File: config.mk
export PLATFORM = sky130hd
export DESIGN_NAME = multicycle_control
export DESIGN_NICKNAME = d
export VERILOG_FILES = /design/src/rtl/mips_ctrl_pkg.sv /design/src/rtl/mem_wait_counter.sv /design/src/rtl/multicycle_control.sv
export SDC_FILE = /design/constraint.sdc
export NUM_CORES = 1
export LEC_CHECK = 0
export CAP_MARGIN = 20
export CORE_ASPECT_RATIO = 1.75
export CORE_MARGIN = 3
export CORE_UTILIZATION = 35
export DETAILED_ROUTE_END_ITERATION = 6
export PLACE_DENSITY = 0.74
export REMOVE_ABC_BUFFERS = 1
export SLEW_MARGIN = 5
export SYNTH_ARGS = -nofsm -noshare
export SYNTH_HDL_FRONTEND = slang
export SYNTH_HIERARCHICAL = 1
export SYNTH_SLANG_ARGS = --single-unit
export TNS_END_PERCENT = 10
File: constraint.sdc
create_clock -name Clk -period 1.47 [get_ports Clk]
set_input_delay 0.147 -clock Clk [delete_from_list [all_inputs] [get_ports Clk]]
set_output_delay 0.147 -clock Clk [all_outputs]
set_load 0.1 [all_outputs]
File: src/rtl/mips_ctrl_pkg.sv
// Shared state encoding, opcode/funct values and datapath select codes for the
// multicycle MIPS control unit.
package mips_ctrl_pkg;

    typedef enum logic [7:0] {
        FETCH    = 8'd0,
        DECODE   = 8'd1,
        R_EXEC   = 8'd2,
        R_WB     = 8'd3,
        BRANCH   = 8'd4,
        MEM_ADDR = 8'd5,
        LW_READ  = 8'd6,
        LW_WB    = 8'd7,
        SW_WRITE = 8'd8,
        LUI_WB   = 8'd9,
        JUMP     = 8'd10,
        EXC      = 8'd11,
        HALT     = 8'd12
    } state_t;

    localparam logic [5:0] OpRtype = 6'h00;
    localparam logic [5:0] OpJ     = 6'h02;
    localparam logic [5:0] OpBeq   = 6'h04;
    localparam logic [5:0] OpBne   = 6'h05;
    localparam logic [5:0] OpLui   = 6'h0f;
    localparam logic [5:0] OpLw    = 6'h23;
    localparam logic [5:0] OpSw    = 6'h2b;

    localparam logic [5:0] FnNop   = 6'h00;
    localparam logic [5:0] FnBreak = 6'h0d;
    localparam logic [5:0] FnAdd   = 6'h20;
    localparam logic [5:0] FnSub   = 6'h22;
    localparam logic [5:0] FnAnd   = 6'h24;
    localparam logic [5:0] FnXor   = 6'h26;

    localparam logic [1:0] AluOpAdd   = 2'b00;
    localparam logic [1:0] AluOpSub   = 2'b01;
    localparam logic [1:0] AluOpFunct = 2'b10;

    localparam logic [1:0] SrcBReg   = 2'b00;
    localparam logic [1:0] SrcBFour  = 2'b01;
    localparam logic [1:0] SrcBImm   = 2'b10;
    localparam logic [1:0] SrcBImmSh = 2'b11;

    localparam logic [1:0] PcSrcAlu    = 2'b00;
    localparam logic [1:0] PcSrcAluOut = 2'b01;
    localparam logic [1:0] PcSrcJump   = 2'b10;
    localparam logic [1:0] PcSrcExc    = 2'b11;

    localparam logic [1:0] MemtoRegAluOut = 2'b00;
    localparam logic [1:0] MemtoRegMdr    = 2'b01;
    localparam logic [1:0] MemtoRegLui    = 2'b10;

    function automatic logic is_alu_funct(logic [5:0] funct);
        return (funct == FnAdd) || (funct == FnSub) || (funct == FnAnd) || (funct == FnXor);
    endfunction

endpackage

File: src/rtl/mem_wait_counter.sv
// Cycle counter that stretches a memory-facing state to MEM_WAIT+1 cycles.
module mem_wait_counter #(
    parameter int unsigned MEM_WAIT = 2
) (
    input  logic Clk,
    input  logic Reset,
    input  logic clear,
    output logic last
);

    localparam int unsigned CntW = (MEM_WAIT > 0) ? $clog2(MEM_WAIT + 1) : 1;

    logic [CntW-1:0] cnt_q;

    always_ff @(posedge Clk) begin
        if (Reset || clear) begin
            cnt_q <= '0;
        end else begin
            cnt_q <= cnt_q + CntW'(1);
        end
    end

    assign last = (cnt_q == CntW'(MEM_WAIT));

endmodule

File: src/rtl/multicycle_control.sv
// Moore control FSM for the multicycle MIPS datapath with configurable memory
// latency, overflow/illegal-instruction trap and BREAK halt.
module multicycle_control
    import mips_ctrl_pkg::*;
#(
    parameter int unsigned MEM_WAIT = 2,
    parameter bit          EXC_EN   = 1'b1
) (
    input  logic       Clk,
    input  logic       Reset,
    input  logic [5:0] Op,
    input  logic [5:0] Funct,
    input  logic       ALU_zero,
    input  logic       ALU_overflow,
    output logic [7:0] StateOut,
    output logic       PC_load,
    output logic [1:0] PCSource,
    output logic       wr,
    output logic       IorD,
    output logic       IR_load,
    output logic       MDR_load,
    output logic       A_load,
    output logic       B_load,
    output logic       ALUOut_load,
    output logic       RegWrite,
    output logic       RegDst,
    output logic [1:0] MemtoReg,
    output logic       ALUSrcA,
    output logic [1:0] ALUSrcB,
    output logic [1:0] ALUOp,
    output logic       Exception,
    output logic       Halted
);

    state_t state_q, state_d;
    logic   last, wait_state, clear;

    // The counter runs only inside memory-facing states and restarts on exit.
    assign wait_state = (state_q == FETCH) || (state_q == LW_READ) || (state_q == SW_WRITE);
    assign clear      = !wait_state || last;

    mem_wait_counter #(
        .MEM_WAIT(MEM_WAIT)
    ) u_wait (
        .Clk  (Clk),
        .Reset(Reset),
        .clear(clear),
        .last (last)
    );

    always_ff @(posedge Clk) begin
        if (Reset) begin
            state_q <= FETCH;
        end else begin
            state_q <= state_d;
        end
    end

    assign StateOut = state_q;

    always_comb begin
        state_d     = state_q;
        PC_load     = 1'b0;
        PCSource    = PcSrcAlu;
        wr          = 1'b0;
        IorD        = 1'b0;
        IR_load     = 1'b0;
        MDR_load    = 1'b0;
        A_load      = 1'b0;
        B_load      = 1'b0;
        ALUOut_load = 1'b0;
        RegWrite    = 1'b0;
        RegDst      = 1'b0;
        MemtoReg    = MemtoRegAluOut;
        ALUSrcA     = 1'b0;
        ALUSrcB     = SrcBReg;
        ALUOp       = AluOpAdd;
        Exception   = 1'b0;
        Halted      = 1'b0;

        case (state_q)
            FETCH: begin
                if (last) begin
                    IR_load = 1'b1;
                    PC_load = 1'b1;
                    ALUSrcB = SrcBFour;
                    state_d = DECODE;
                end
            end
            DECODE: begin
                A_load      = 1'b1;
                B_load      = 1'b1;
                ALUOut_load = 1'b1;
                ALUSrcB     = SrcBImmSh;
                case (Op)
                    OpRtype: begin
                        if (is_alu_funct(Funct)) begin
                            state_d = R_EXEC;
                        end else if (Funct == FnNop) begin
                            state_d = FETCH;
                        end else if (Funct == FnBreak) begin
                            state_d = HALT;
                        end else begin
                            state_d = EXC_EN ? EXC : FETCH;
                        end
                    end
                    OpBeq, OpBne: state_d = BRANCH;
                    OpLw, OpSw:   state_d = MEM_ADDR;
                    OpLui:        state_d = LUI_WB;
                    OpJ:          state_d = JUMP;
                    default:      state_d = EXC_EN ? EXC : FETCH;
                endcase
            end
            R_EXEC: begin
                ALUSrcA     = 1'b1;
                ALUOp       = AluOpFunct;
                ALUOut_load = 1'b1;
                if (EXC_EN && ALU_overflow && ((Funct == FnAdd) || (Funct == FnSub))) begin
                    state_d = EXC;
                end else begin
                    state_d = R_WB;
                end
            end
            R_WB: begin
                RegWrite = 1'b1;
                RegDst   = 1'b1;
                state_d  = FETCH;
            end
            BRANCH: begin
                ALUSrcA  = 1'b1;
                ALUOp    = AluOpSub;
                PCSource = PcSrcAluOut;
                PC_load  = (Op == OpBeq) ? ALU_zero : !ALU_zero;
                state_d  = FETCH;
            end
            MEM_ADDR: begin
                ALUSrcA     = 1'b1;
                ALUSrcB     = SrcBImm;
                ALUOut_load = 1'b1;
                state_d     = (Op == OpLw) ? LW_READ : SW_WRITE;
            end
            LW_READ: begin
                IorD = 1'b1;
                if (last) begin
                    MDR_load = 1'b1;
                    state_d  = LW_WB;
                end
            end
            LW_WB: begin
                RegWrite = 1'b1;
                MemtoReg = MemtoRegMdr;
                state_d  = FETCH;
            end
            SW_WRITE: begin
                IorD = 1'b1;
                wr   = 1'b1;
                if (last) begin
                    state_d = FETCH;
                end
            end
            LUI_WB: begin
                RegWrite = 1'b1;
                MemtoReg = MemtoRegLui;
                state_d  = FETCH;
            end
            JUMP: begin
                PC_load  = 1'b1;
                PCSource = PcSrcJump;
                state_d  = FETCH;
            end
            EXC: begin
                PC_load   = 1'b1;
                PCSource  = PcSrcExc;
                Exception = 1'b1;
                state_d   = FETCH;
            end
            HALT: begin
                Halted = 1'b1;
            end
            default: state_d = FETCH;
        endcase

        // Reset aborts whatever is in flight, so no side effect may leak out.
        if (Reset) begin
            PC_load     = 1'b0;
            wr          = 1'b0;
            IR_load     = 1'b0;
            MDR_load    = 1'b0;
            A_load      = 1'b0;
            B_load      = 1'b0;
            ALUOut_load = 1'b0;
            RegWrite    = 1'b0;
            Exception   = 1'b0;
        end
    end

endmodule

Yosys cells after proc, flatten, opt, wreduce, memory -nomap -nowiden
Cells that the tools add are included.
{"block": "word_totals", "word_cells": 89, "output_inout_bits": 29, "reg_bits": 10, "inputBits": 16}
{"block": "classes", "n_mux": 37, "n_reduce_logical": 21, "bitwise": 1, "addsub": 1, "n_eq_ne": 27}
{"cell": "one-hot mux 8 bit (7 select lines)", "count": 1}
{"cell": "== test 8 x 4 -> 1 bit (second input constant)", "count": 5}
{"cell": "one-hot mux 8 bit (5 select lines)", "count": 1}
{"cell": "== test 6 bit (second input constant)", "count": 6}
{"cell": "== test 8 x 3 -> 1 bit (second input constant)", "count": 4}
{"cell": "2-to-1 mux 8 bit", "count": 3}
{"cell": "2-to-1 mux 1 bit", "count": 22}
{"cell": "== test 8 x 2 -> 1 bit (second input constant)", "count": 2}
{"cell": "2-to-1 mux 4 bit", "count": 4}
{"cell": "== test 6 x 3 -> 1 bit (second input constant)", "count": 2}
{"cell": "== test 6 x 4 -> 1 bit (second input constant)", "count": 2}
{"cell": "zero test 6 bit", "count": 2}
{"cell": "one-hot mux 2 bit (3 select lines)", "count": 2}
{"cell": "OR reduction 3 bit", "count": 3}
{"cell": "== test 8 x 1 -> 1 bit (second input constant)", "count": 1}
{"cell": "zero test 8 bit", "count": 1}
{"cell": "one-hot mux 2 bit (2 select lines)", "count": 2}
{"cell": "OR reduction 2 bit", "count": 4}
{"cell": "logical OR 1 bit", "count": 7}
{"cell": "== test 6 x 2 -> 1 bit (second input constant)", "count": 1}
{"cell": "!= test 2 bit (second input constant)", "count": 3}
{"cell": "AND reduction 4 bit", "count": 1}
{"cell": "2-to-1 mux 3 bit", "count": 1}
{"cell": "one-hot mux 1 bit (3 select lines)", "count": 1}
{"cell": "other kinds (5)", "count": 6}

Longest topological paths before layout
{"block": "logic_depth", "ltp_word": 7, "depth_mapped": 6, "ltp_nobuf": 6}

Modules after synthesis
Netlist, hierarchy kept.
{"module": "multicycle_control", "instances": 1, "cells_per_inst": 118, "seq_area_each_um2": 80.1, "area_each_um2": 759.5}
{"module": "mem_wait_counter", "instances": 1, "cells_per_inst": 6, "seq_area_each_um2": 40.0, "area_each_um2": 76.3}

Worst setup path before layout
No wires, ideal clock.
{"block": "synth_path", "kind": "reg2out", "start": "register state_q[2], in the netlist StateOut[2]", "end": "output port PC_load", "setup_slack_ns": -3.617, "required_ns": 1.323, "arrival_ns": 4.940, "stages_incl_launch_ff": 5, "n_path_buf": 0, "cell_sequence": "dfxtp_1 > nand2b_1 > nor3_1 > a31oi_1 > nor2_1"}
{"block": "synth_via", "elab_chain_len": 4, "elab_cells_between_ends": 7, "cone_classes": "eq/ne: 3; mux: 2; reduce/logical: 2"}
{"element": "start, declared", "line_no": "multicycle_control.sv:35", "rtl": "state_t state_q, state_d;"}
{"element": "start signal, assigned", "line_no": "multicycle_control.sv:55", "rtl": "state_q <= state_d;"}
{"element": "== test 8 x 4 -> 1 bit", "line_no": "multicycle_control.sv:81", "rtl": "case (state_q)"}
{"element": "OR reduction 2 bit (no source line)"}
{"element": "one-hot mux 1 bit (3 select lines) *", "line_no": "multicycle_control.sv:81"}
{"element": "2-to-1 mux 1 bit *", "line_no": "multicycle_control.sv:184", "rtl": "if (Reset) begin"}
{"element": "end, declared", "line_no": "multicycle_control.sv:16", "rtl": "output logic PC_load,"}
Every way passes the cells marked *; elsewhere a longest branch is shown, timed or not.

Final worst setup path
{"block": "layout_path", "start": "register u_wait.cnt_q[0]", "end": "output port PC_load"}
{"block": "layout_via", "elab_chain_len": 4}
{"element": "start, declared", "line_no": "mem_wait_counter.sv:13", "rtl": "logic [CntW-1:0] cnt_q;"}
{"element": "start signal, assigned", "line_no": "mem_wait_counter.sv:19", "rtl": "cnt_q <= cnt_q + CntW'(1);"}
{"element": "== test 2 bit", "line_no": "mem_wait_counter.sv:23", "rtl": "assign last = (cnt_q == CntW'(MEM_WAIT));"}
{"element": "net last", "line_no": "multicycle_control.sv:36", "rtl": "logic last, wait_state, clear;"}
{"element": "2-to-1 mux 1 bit", "line_no": "multicycle_control.sv:83", "rtl": "if (last) begin"}
{"element": "one-hot mux 1 bit (3 select lines)", "line_no": "multicycle_control.sv:81"}
{"element": "2-to-1 mux 1 bit", "line_no": "multicycle_control.sv:184"}
The timed path passes the listed nets, and every way through them passes these cells.

==> flow_summary.html <==
<table>
<tr><th>Metric</th><th>Value</th></tr>
<tr><th colspan="2">Outcome</th></tr>
<tr><td>Outcome</td><td>finished with violations</td></tr>
<tr><td>Failing checks</td><td>setup timing</td></tr>
<tr><th colspan="2">Clock network</th></tr>
<tr><td>Clock Tree Root</td><td>sky130_fd_sc_hd__clkbuf_4</td></tr>
<tr><td>Deepest level of the CTS H-tree</td><td>1</td></tr>
<tr><td>Number of CTS-inserted buffers</td><td>3</td></tr>
<tr><td>Worst-Skew Late Latency</td><td>270 ps</td></tr>
<tr><td>Clock Path Buffers</td><td>2</td></tr>
<tr><td>TritonCTS clock tree</td><td>built</td></tr>
<tr><td>Hold-fix buffer count after cts</td><td>0</td></tr>
<tr><td>Reg clk slew, reported paths</td><td>around 50 ps</td></tr>
<tr><td>Clock Sink Count</td><td>6</td></tr>
<tr><th colspan="2">Worst setup path</th></tr>
<tr><td>Path type of the worst setup path</td><td>register to primary output</td></tr>
<tr><td>Nature of the critical path startpoint</td><td>register</td></tr>
<tr><td>WP data required</td><td>1320 ps</td></tr>
<tr><td>Ordered list of cells on the worst path</td><td>inv_2 -&gt; ha_4 -&gt; or4b_4 -&gt; a21oi_2 -&gt; a31oi_1 -&gt; nor2_2 -&gt; buf_12</td></tr>
<tr><td>CP max stage delay</td><td>around 460 ps</td></tr>
<tr><td>Register-to-Register Path Depth</td><td>5</td></tr>
<tr><td>Launch instance of the worst register-to-register path</td><td>StateOut[2]</td></tr>
<tr><td>WP data arrival</td><td>~1800 ps</td></tr>
<tr><td>Register-to-register setup slack</td><td>-90 ps</td></tr>
<tr><td>Buffers &amp; Inverters on Critical Path</td><td>2</td></tr>
<tr><td>Crit-path max FO</td><td>2</td></tr>
<tr><td>Top Family by Delay on Critical Path</td><td>simple AND/OR/NAND/NOR gates</td></tr>
<tr><td>Capture point of the worst reg-to-reg path</td><td>StateOut[3]</td></tr>
<tr><td>Critical path's slowest cell</td><td>sky130_fd_sc_hd__or4b_4</td></tr>
<tr><td>Category of the worst setup path capture point</td><td>primary output</td></tr>
<tr><td>Start point of the critical path</td><td>u_wait/cnt_q[0]</td></tr>
<tr><th colspan="2">Logic synthesis</th></tr>
<tr><td>Main flop type after synthesis</td><td>sky130_fd_sc_hd__dfxtp_1</td></tr>
<tr><td>Per-instance average area after synthesis</td><td>6.74 um2</td></tr>
<tr><td>Synth area leader</td><td>sky130_fd_sc_hd__dfxtp_1</td></tr>
<tr><td>Netlist area before placement</td><td>roughly 840 um2</td></tr>
<tr><td>Portion of synthesized cell area occupied by the leading cell type</td><td>about 14%</td></tr>
<tr><td>Asr flop ratio synth</td><td>0%</td></tr>
<tr><td>Post-Synthesis Cells</td><td>124</td></tr>
<tr><td>Sequential-to-total area share from yosys stat</td><td>14.4%</td></tr>
<tr><td>Netlist cell types</td><td>39</td></tr>
<tr><td>EDFF count, synth</td><td>0</td></tr>
<tr><td>Yosys reg bits</td><td>6</td></tr>
<tr><td>Largest cells by area after synthesis</td><td>sky130_fd_sc_hd__dfxtp_1 14%, sky130_fd_sc_hd__nor2_1 7.2%, sky130_fd_sc_hd__nand2b_1 6.7%</td></tr>
<tr><td>Count of synthesis-stage warnings from yosys</td><td>6</td></tr>
<tr><th colspan="2">Global route</th></tr>
<tr><td>Total routing resource utilization after global routing</td><td>24.0%</td></tr>
<tr><td>Congestion Overflow GR</td><td>0</td></tr>
<tr><td>Antenna violations before repair</td><td>0</td></tr>
<tr><td>Number of global-route vias before repair</td><td>1289</td></tr>
<tr><td>Global-route wire length before repair</td><td>about 5600 um</td></tr>
<tr><td>Pin count of the biggest net entering global routing</td><td>16</td></tr>
<tr><th colspan="2">STA</th></tr>
<tr><td>Ratio of final minimum period to clock period</td><td>131%</td></tr>
<tr><td>Time the worst path needs with I/O delays and setup</td><td>about 1900 ps</td></tr>
<tr><td>Hold Violations, Final</td><td>0</td></tr>
<tr><td>Least setup slack across all paths after layout</td><td>-451 ps</td></tr>
<tr><td>Pins over their slew limit</td><td>0</td></tr>
<tr><td>Final-report setup violation count</td><td>24</td></tr>
<tr><td>Total negative setup slack</td><td>-4730 ps</td></tr>
<tr><td>Post-Route Hold Slack</td><td>between 200 and 300 ps</td></tr>
<tr><td>RSZ-0062 raised after global routing</td><td>yes</td></tr>
<tr><td>Post-Route Skew</td><td>3.91 ps</td></tr>
<tr><td>Peak Freq</td><td>approximately 520 MHz</td></tr>
<tr><th colspan="2">Finish</th></tr>
<tr><td>Post-Layout Cell Count</td><td>between 200 and 250</td></tr>
<tr><td>Final std cell area, no fill</td><td>1910 um2</td></tr>
<tr><td>Final core utilization</td><td>87.7%</td></tr>
<tr><td>Layout net count</td><td>216</td></tr>
<tr><td>Layout cells sized above 1</td><td>52.3%</td></tr>
<tr><td>Area growth from synthesis to layout</td><td>128%</td></tr>
<tr><td>Number of antenna diodes</td><td>0</td></tr>
<tr><th colspan="2">Die</th></tr>
<tr><td>Die Wd</td><td>42.9 um</td></tr>
<tr><td>Number of placement rows</td><td>22</td></tr>
<tr><td>I/O Pins</td><td>between 40 and 50</td></tr>
<tr><td>Core area</td><td>2170 um2</td></tr>
<tr><td>Die Footprint</td><td>approximately 3000 um2</td></tr>
<tr><td>Starting density of the core</td><td>around two fifths</td></tr>
<tr><td>Y dimension of the die</td><td>70.6 um</td></tr>
<tr><th colspan="2">Run</th></tr>
<tr><td>Reported max-cap violation count</td><td>0</td></tr>
<tr><th colspan="2">Routing</th></tr>
<tr><td>Via count</td><td>~1200</td></tr>
<tr><td>Detail Route Antenna Nets</td><td>0</td></tr>
<tr><td>Detail-routed via count per cell</td><td>~5.6</td></tr>
<tr><td>DRC errors left</td><td>0</td></tr>
<tr><td>Routed Wire Length</td><td>3640 um</td></tr>
<tr><td>Average wire per standard cell</td><td>roughly 16 um</td></tr>
<tr><td>Violation count after the first detailed-route iteration</td><td>46</td></tr>
<tr><td>Total iterations of the first detailed-routing run</td><td>4</td></tr>
<tr><th colspan="2">Placement</th></tr>
<tr><td>Port Buffer Count</td><td>40</td></tr>
<tr><td>DP Cell Count</td><td>around 220</td></tr>
<tr><td>GP Congestion</td><td>0.900</td></tr>
<tr><td>Detailed placement HPWL</td><td>2680 um</td></tr>
<tr><td>Area of placed instances</td><td>1740 um2</td></tr>
<tr><th colspan="2">Min path</th></tr>
<tr><td>HP Class</td><td>primary input to register</td></tr>
<tr><td>Cells on Worst Hold Path</td><td>2</td></tr>
<tr><td>Startpoint of the lowest-slack hold path</td><td>Reset</td></tr>
<tr><td>End point of the most critical hold path</td><td>u_wait/cnt_q[1]</td></tr>
<tr><th colspan="2">Pwr</th></tr>
<tr><td>Leak pwr</td><td>0.796 nW</td></tr>
<tr><td>IR Drop Worst-Case VDD</td><td>0.00109 V</td></tr>
<tr><td>Power per cell area</td><td>roughly 1400 nW/um2</td></tr>
</table>
state kept, by name, summed over array words and instances, names as in the netlist:
| register | flops |
|---|---|
| StateOut | 4 |
| u_wait/cnt_q | 2 |
worst register-to-register path: cells and delay by family, from the launching register on:
family / cells / cell delay (ps)
AO/OA/AOI/OAI: 3 / 430
buffers and inverters: 1 / 160
AND/OR/NAND/NOR: 1 / 550
flip-flops: 1 / 330
stage by stage:
| stage | total power (W) | worst slack (ps) |
|---|---|---|
| detailed placement | 0.00235 | -537 |
| floorplan | 0.00147 | -3770 |
| global placement | 0.00231 | -524 |
| CTS | 0.00263 | -484 |
| global route | 0.00288 | -494 |
| finish | 0.00276 | -451 |
metal layers:
metal / track usage (%) / wire length (um) / vias to the layer above
li1: - / - / 591
met1: 19.7 / 1160 / 579
met2: 47.7 / 2130 / 53
met3: 5.09 / 182 / 18
met4: 15.4 / 159 / 0
met5: 0 / 0 / -
how the worst max path moves through the flow:
stage	endpoint	slack (ps)	cells after the start
after floorplan	PC_load	-3770	4
after global placement	PC_load	-520	6
after detailed placement	PC_load	-540	6
after CTS	PC_load	-480	7
after global routing	PC_load	-490	7
final	PC_load	-450	7
synth_stat cells, types with 3 or more instances:
library cell / instances
sky130_fd_sc_hd__nor2_1: 16
sky130_fd_sc_hd__nor3_1: 10
sky130_fd_sc_hd__nand2b_1: 9
sky130_fd_sc_hd__nand2_1: 8
sky130_fd_sc_hd__a21oi_1: 6
sky130_fd_sc_hd__buf_4: 6
sky130_fd_sc_hd__dfxtp_1: 6
sky130_fd_sc_hd__o21ai_0: 6
sky130_fd_sc_hd__inv_1: 5
sky130_fd_sc_hd__a31oi_1: 4
sky130_fd_sc_hd__clkbuf_1: 4
sky130_fd_sc_hd__nand4_1: 3
sky130_fd_sc_hd__nor4_1: 3
sky130_fd_sc_hd__or2_2: 3
final cells by class:
| cell class | count | area, um2 |
|---|---|---|
| clock buffers | 3 | 22.5 |
| fillers | 116 | 268 |
| inverters | 5 | 21.3 |
| multi-input cells | 104 | 748 |
| flip-flops and latches | 6 | 125 |
| well taps | 24 | 30.0 |
| repair buffers | 79 | 960 |
cell families (layout without fill, tap and decap cells):
kind of cell | Yosys count | in the layout | synth area share (%)
AOI/OAI and AO/OA | 29 | 29 | 24.9
muxes | 1 | 1 | 1.35
and+or+nand+nor | 69 | 69 | 46.9
buffers and inverters | 17 | 87 | 10.6
adders and majority gates | 1 | 1 | 1.50
other | 1 | 4 | 0.449
DFF | 6 | 6 | 14.4
what timing repair did:
item,CTS,global route
pin swaps,9,6
setup buffers,1,1
endpoints found under the setup margin,25,27
resized for setup,28,16
power by group:
| part | leakage (nW) | internal, W | switching (W) | total (W) |
|---|---|---|---|---|
| clock network | 0.0138 | 0.0000938 | 0.0000806 | 0.000174 |
| logic | 0.732 | 0.000890 | 0.00142 | 0.00231 |
| registers | 0.0507 | 0.000224 | 0.0000507 | 0.000274 |
cell usage in the layout (no fill, tap or decap), types with 3 or more instances in the layout:
cell                              count
sky130_fd_sc_hd__buf_4               35
sky130_fd_sc_hd__buf_12              25
sky130_fd_sc_hd__nor2_1              11
sky130_fd_sc_hd__clkdlybuf4s50_1     10
sky130_fd_sc_hd__nand2_1              7
sky130_fd_sc_hd__nor3_1               7
sky130_fd_sc_hd__nand2b_1             6
sky130_fd_sc_hd__nor3_2               5
sky130_fd_sc_hd__o21ai_0              5
sky130_fd_sc_hd__dfxtp_2              4
sky130_fd_sc_hd__a31oi_1              4
sky130_fd_sc_hd__conb_1               4
sky130_fd_sc_hd__dlygate4sd2_1        4
sky130_fd_sc_hd__nor2_2               3
sky130_fd_sc_hd__inv_1                3
sky130_fd_sc_hd__a21oi_2              3
sky130_fd_sc_hd__a21oi_1              3
sky130_fd_sc_hd__nand4_1              3
sky130_fd_sc_hd__clkbuf_4             3
sky130_fd_sc_hd__buf_6                3
Power figures use the tool's default switching activity.
